==> src/rtl/uart_tx_fifo.sv <==
// UART transmitter with a circular transmit FIFO and an IDLE/START/DATA/PARITY/STOP serialiser.
// Define UART_TX_PARITY_EN to add the parity_mode port and the PARITY state.
//
// state    | meaning
// S_IDLE   | line idle (txd=1), waiting for a tick with the FIFO non-empty
// S_START  | start bit (txd=0)
// S_DATA   | data bits, LSB first, indexed by bit_idx_q
// S_PARITY | even/odd/mark bit over the latched character (parity build only)
// S_STOP   | stop bit(s) (txd=1), stop_cnt_q counts down to the last one
module uart_tx_fifo #(
    parameter int DATA_W     = 8,
    parameter int FIFO_DEPTH = 4,
    parameter int STOP_BITS  = 1
) (
    input  logic                          clk,
    input  logic                          rst,
    input  logic                          baud_t_enable,
    input  logic                          wr_en,
    input  logic [DATA_W-1:0]             wr_data,
`ifdef UART_TX_PARITY_EN
    input  logic [1:0]                    parity_mode,
`endif
    output logic                          txd,
    output logic                          tbr,
    output logic                          tx_busy,
    output logic [$clog2(FIFO_DEPTH):0]   fifo_count,
    output logic                          overflow
);

    localparam int PW = $clog2(FIFO_DEPTH);
    localparam int CW = PW + 1;
    localparam int IW = $clog2(DATA_W);
    localparam logic [1:0]    STOP_LAST = 2'(STOP_BITS - 1);
    localparam logic [IW-1:0] IDX_LAST  = IW'(DATA_W - 1);

    typedef enum logic [2:0] {
        S_IDLE,
        S_START,
        S_DATA,
`ifdef UART_TX_PARITY_EN
        S_PARITY,
`endif
        S_STOP
    } state_t;

    logic [DATA_W-1:0] mem_q [FIFO_DEPTH];
    logic [PW-1:0]     wr_ptr_q, rd_ptr_q;
    logic [CW-1:0]     count_q;
    logic              overflow_q;
    logic              push, pop, fifo_empty, fifo_full;

    state_t            state_q, state_d;
    logic [IW-1:0]     bit_idx_q, bit_idx_d;
    logic [1:0]        stop_cnt_q, stop_cnt_d;
    logic [DATA_W-1:0] shift_q, shift_d;
    logic              txd_q, txd_d;
`ifdef UART_TX_PARITY_EN
    logic [1:0]        par_mode_q, par_mode_d;
    logic              par_bit;
`endif

    assign fifo_empty = (count_q == '0);
    assign fifo_full  = (count_q == CW'(FIFO_DEPTH));
    // A full FIFO still accepts a write in the same cycle the serialiser pops.
    assign push       = wr_en && (!fifo_full || pop);

    always_ff @(posedge clk) begin
        if (!rst && push) begin
            mem_q[wr_ptr_q] <= wr_data;
        end
    end

    always_ff @(posedge clk) begin
        if (rst) begin
            wr_ptr_q   <= '0;
            rd_ptr_q   <= '0;
            count_q    <= '0;
            overflow_q <= 1'b0;
        end else begin
            if (push) begin
                wr_ptr_q <= wr_ptr_q + 1'b1;
            end
            if (pop) begin
                rd_ptr_q <= rd_ptr_q + 1'b1;
            end
            case ({push, pop})
                2'b10:   count_q <= count_q + 1'b1;
                2'b01:   count_q <= count_q - 1'b1;
                default: count_q <= count_q;
            endcase
            overflow_q <= wr_en && !push;
        end
    end

`ifdef UART_TX_PARITY_EN
    always_comb begin
        par_bit = 1'b0;
        case (par_mode_q)
            2'd1:    par_bit = ^shift_q;
            2'd2:    par_bit = ~^shift_q;
            2'd3:    par_bit = 1'b1;
            default: par_bit = 1'b0;
        endcase
    end
`endif

    always_comb begin
        state_d    = state_q;
        bit_idx_d  = bit_idx_q;
        stop_cnt_d = stop_cnt_q;
        shift_d    = shift_q;
        pop        = 1'b0;
`ifdef UART_TX_PARITY_EN
        par_mode_d = par_mode_q;
`endif
        if (baud_t_enable) begin
            case (state_q)
                S_IDLE: begin
                    pop = !fifo_empty;
                end
                S_START: begin
                    state_d   = S_DATA;
                    bit_idx_d = '0;
                end
                S_DATA: begin
                    if (bit_idx_q == IDX_LAST) begin
`ifdef UART_TX_PARITY_EN
                        if (par_mode_q != 2'd0) begin
                            state_d = S_PARITY;
                        end else begin
                            state_d    = S_STOP;
                            stop_cnt_d = STOP_LAST;
                        end
`else
                        state_d    = S_STOP;
                        stop_cnt_d = STOP_LAST;
`endif
                    end else begin
                        bit_idx_d = bit_idx_q + 1'b1;
                    end
                end
`ifdef UART_TX_PARITY_EN
                S_PARITY: begin
                    state_d    = S_STOP;
                    stop_cnt_d = STOP_LAST;
                end
`endif
                S_STOP: begin
                    if (stop_cnt_q != 2'd0) begin
                        stop_cnt_d = stop_cnt_q - 1'b1;
                    end else if (!fifo_empty) begin
                        pop = 1'b1;
                    end else begin
                        state_d = S_IDLE;
                    end
                end
                default: state_d = S_IDLE;
            endcase
        end
        // Loading on pop is shared by IDLE and the back-to-back path out of STOP.
        if (pop) begin
            shift_d = mem_q[rd_ptr_q];
            state_d = S_START;
`ifdef UART_TX_PARITY_EN
            par_mode_d = parity_mode;
`endif
        end
    end

    always_comb begin
        txd_d = 1'b1;
        case (state_d)
            S_IDLE:   txd_d = 1'b1;
            S_START:  txd_d = 1'b0;
            S_DATA:   txd_d = shift_d[bit_idx_d];
`ifdef UART_TX_PARITY_EN
            S_PARITY: txd_d = par_bit;
`endif
            S_STOP:   txd_d = 1'b1;
            default:  txd_d = 1'b1;
        endcase
    end

    always_ff @(posedge clk) begin
        if (rst) begin
            state_q    <= S_IDLE;
            bit_idx_q  <= '0;
            stop_cnt_q <= 2'd0;
            shift_q    <= '0;
            txd_q      <= 1'b1;
`ifdef UART_TX_PARITY_EN
            par_mode_q <= 2'd0;
`endif
        end else begin
            state_q    <= state_d;
            bit_idx_q  <= bit_idx_d;
            stop_cnt_q <= stop_cnt_d;
            shift_q    <= shift_d;
            txd_q      <= txd_d;
`ifdef UART_TX_PARITY_EN
            par_mode_q <= par_mode_d;
`endif
        end
    end

    assign txd        = txd_q;
    assign tbr        = !fifo_full;
    assign tx_busy    = (state_q != S_IDLE);
    assign fifo_count = count_q;
    assign overflow   = overflow_q;

endmodule

==> config.mk <==
export PLATFORM = sky130hd
export DESIGN_NAME = uart_tx_fifo
export DESIGN_NICKNAME = d
export VERILOG_FILES = /design/src/rtl/uart_tx_fifo.sv
export SDC_FILE = /design/constraint.sdc
export NUM_CORES = 1
export LEC_CHECK = 0
export BUFFER_PORTS_ARGS = -buffer_cell sky130_fd_sc_hd__buf_2
export CAP_MARGIN = 20
export CORE_MARGIN = 3
export CORE_UTILIZATION = 53
export CTS_CLUSTER_DIAMETER = 200
export DETAILED_ROUTE_END_ITERATION = 12
export PLACE_DENSITY = 0.84
export RECOVER_POWER = 100
export SETUP_SLACK_MARGIN = 0.05
export SYNTH_ARGS = -nofsm -noshare
export SYNTH_HDL_FRONTEND = slang
export SYNTH_SLANG_ARGS = --single-unit
==> constraint.sdc <==
create_clock -name clk -period 2.4 [get_ports clk]
set_clock_uncertainty 0.2 [all_clocks]
set_input_delay 0.24 -clock clk [delete_from_list [all_inputs] [get_ports clk]]
set_output_delay 0.24 -clock clk [all_outputs]
set_load 0.05 [all_outputs]
==> results_dict.tcl <==
set metrics [dict create \
    crit_type "in -> reg" \
    clock_path_buffers 2 \
    drv_cap 0 \
    cp.required_ns 2.40 \
    hold_viol_final 0 \
    wl_met1_mm 2.11 \
    utilization 0.689 \
    finalWeightedCongestion 0.818 \
    grt_max_degree 28 \
    finalWirelength_mm 4.89 \
    start_util 0.566 \
    clk_latency_ns 0.33 \
    core_area_um2 4500 \
    post-dp-hpwl_mm 2.99 \
    async_flop_share 0 \
    muxShareOfSynthArea 0.142 \
    max_stage_delay_ns 0.52 \
    synth_top_family_by_area "multiplexers" \
    critPathArrivalTime_ns 2.24 \
    leakage_uw 0.00113 \
    grt_pass1_wl_mm 7.99 \
    drt-pass1-iter-count 4 \
    fp-row-count 24 \
    yosysTopAreaCell "edfxtp_1" \
    cts_tree "yes" \
    cts_root_buffer "clkbuf_8" \
    fin_crit_sh 0.933 \
    power_uw 3220 \
    slew_viol_final 0 \
    grt_pass1_vias 1672 \
    worst_pin_slew_ns 0.594 \
    dr_wl_met2_mm 2.50 \
    cts-buffers-inserted 9 \
    slowest_stage "dlygate4sd3_1" \
    fmax_mhz 447 \
    die-area_um2 5680 \
    antenna_found_initial 0 \
    start_kind "input pin" \
    min_path_type "in -> reg" \
    setup.worst_path.end_class "register" \
    setup_viol 0 \
    crit_chain "dlygate4sd3_1 -> clkbuf_4 -> nand2b_2 -> a211oi_4 -> buf_6 -> clkbuf_1 -> mux2i_1 -> mux2i_1 -> nand3b_1 -> o2111ai_1" \
    area_growth_pct 21.8 \
    synth-simple-area-share 0.111 \
    synth_edf_count 32 \
    wl_met3_um 219 \
    drtAntennaViolNets 0 \
    slew_headroom 0.606 \
    fin_crit_ns 2.24 \
    synthAdderAreaFrac 0.0373 \
    routed.top_layer "met4" \
    synthFlopType "edfxtp_1" \
    ir_drop_mv 0.653 \
    clk_pin_slew_ns 0.06 \
    fp.dieH_um 75.3 \
    n_antenna_cell 0 \
    grt_overflow_total 0 \
    vias 1617 \
    track_usage 0.197 \
    yosysUniqueCellTypes 44 \
    wl_per_cell_um 16.5 \
    cts_num_sinks 59 \
    drtIter0Drc 90 \
    drive_above_1_share 0.229 \
    synth_top_area_share 0.377 \
    avgViaCountPerCell 5.44 \
    portBuffers 18 \
    netlist_instances 195 \
    ys_seq_area_frac 0.589 \
    synth.net_count 214 \
    n_fill_cell 312 \
    fin_setup_tns_ns 0 \
    outcome "completed" \
    avgSynthCellArea_um2 13.1 \
    synthesis.area_um2 2550 \
    rsz0062_at_grt "no" \
    path_max_fanout 8 \
    drcViolationCount 0 \
    dieWidth_um 75.3 \
    ios 19 \
    power_density_nw_per_um2 1040 \
    synth_area_leaders "edfxtp_1 38%, dfxtp_1 21%, mux4_2 7.1%" \
    synth_compound_gate_area_share 0.0717 \
    final_nets 259 \
    synth-seq-cells 59 \
    cp_common_cell "mux2i_1" \
    synth_warnings 0 \
    synth_xor_area_frac 0.0172 \
    htree_levels 3 \
]
## registers in the layout, indices dropped and copies added (netlist names), named ones only
register,flops
shift_q,8
mem_q,32
stop_cnt_q,2
overflow,1
fifo_count,3
state_q,3
txd,1
bit_idx_q,3
rd_ptr_q,2
wr_ptr_q,2
## Yosys cell counts (all sizes together) (3+ instances only)
library cell	count
a21oi	3
and2	4
buf	7
clkbuf	3
dfxtp	27
edfxtp	32
ha	6
inv	6
mux2i	17
mux4	8
nand2	9
nand3	3
nor2	27
nor3	5
o21ai	5
xnor2	4
## layer usage
layer,track usage,vias to the layer above
li1,-,802
met1,0.233,772
met2,0.328,36
met3,0.0844,7
met4,0.0621,0
met5,0,-
## layout by cell type (no fill, tap or decap), types with 2 or more instances in the layout
cell type      instances
clkbuf_4               3
a21oi_1                3
nand3_1                2
clkbuf_8               9
a211o_1                2
dfxtp_1               24
mux2i_1               16
clkbuf_1              19
dfxtp_2                3
and2_1                 4
buf_4                  7
nor3_1                 4
nor3b_1                2
nor2_1                26
clkinv_4               2
edfxtp_1              32
inv_1                  6
mux4_2                 8
dlygate4sd3_1         10
xnor2_1                4
buf_12                 4
a31oi_1                2
o21ai_0                4
nand2_1                8
buf_2                  2
ha_1                   5
## stage by stage
stage / setup slack [ns] / cells / hold WS (ns) / area, µm²
floorplan: 0.0588 / 195 / 0.116 / 2550
global placement: 0.199 / 264 / 0.253 / 2770
detailed placement: 0.0794 / 264 / 0.257 / 2770
CTS: 0.0602 / 290 / 0.139 / 3040
global route: 0.0372 / 297 / 0.167 / 3110
finish: 0.161 / 297 / 0.167 / 3110
## worst paths after layout
path	start	endpoint	slack (ns)	depth (start not counted)
max	baud_t_enable	txd	0.16	10
min	rst	bit_idx_q[0]	0.17	2
max reg2reg	stop_cnt_q[0]	txd	0.17	10
min reg2reg	shift_q[2]	shift_q[2]	0.30	2
## area by class of cell
type / instances / area [µm²] / share of cell area
inverters: 6 / 22.5 / 0.00725
multi-input cells: 120 / 1000 / 0.323
well taps: 52 / 65.1 / 0.0210
clock inverters: 5 / 38.8 / 0.0125
clock buffers: 11 / 131 / 0.0423
flip-flops and latches: 59 / 1510 / 0.485
repair buffers: 44 / 340 / 0.110
## kinds of logic after synthesis
kind of cell | count (synthesis)
compound gates | 23
xor+xnor | 5
fa+ha+maj | 7
buf+inv | 16
flops | 59
mux | 26
simple gates | 59
## power by group
group / total (µW) / switching, µW / internal (µW)
clock network: 758 / 379 / 379
logic: 1140 / 642 / 498
registers: 1320 / 106 / 1220
total: 3220 / 1130 / 2090
## worst max-delay path, delay by kind of cell
kind	cells	cell delay (ns)
muxes	2	0.35
buffers and inverters	4	1.04
AOI/OAI and AO/OA	2	0.40
and+or+nand+nor	2	0.20
## timing repair
action                                 4_1_cts  5_1_grt
cloned                                       0        1
endpoints found under the hold margin       34        0
buffers inserted                             0        6
hold buffers                                10        0
setup endpoints to repair                    1       35
gates resized for setup                      1       11
pin swaps                                    0        3
(Power assumes the default switching activity.)
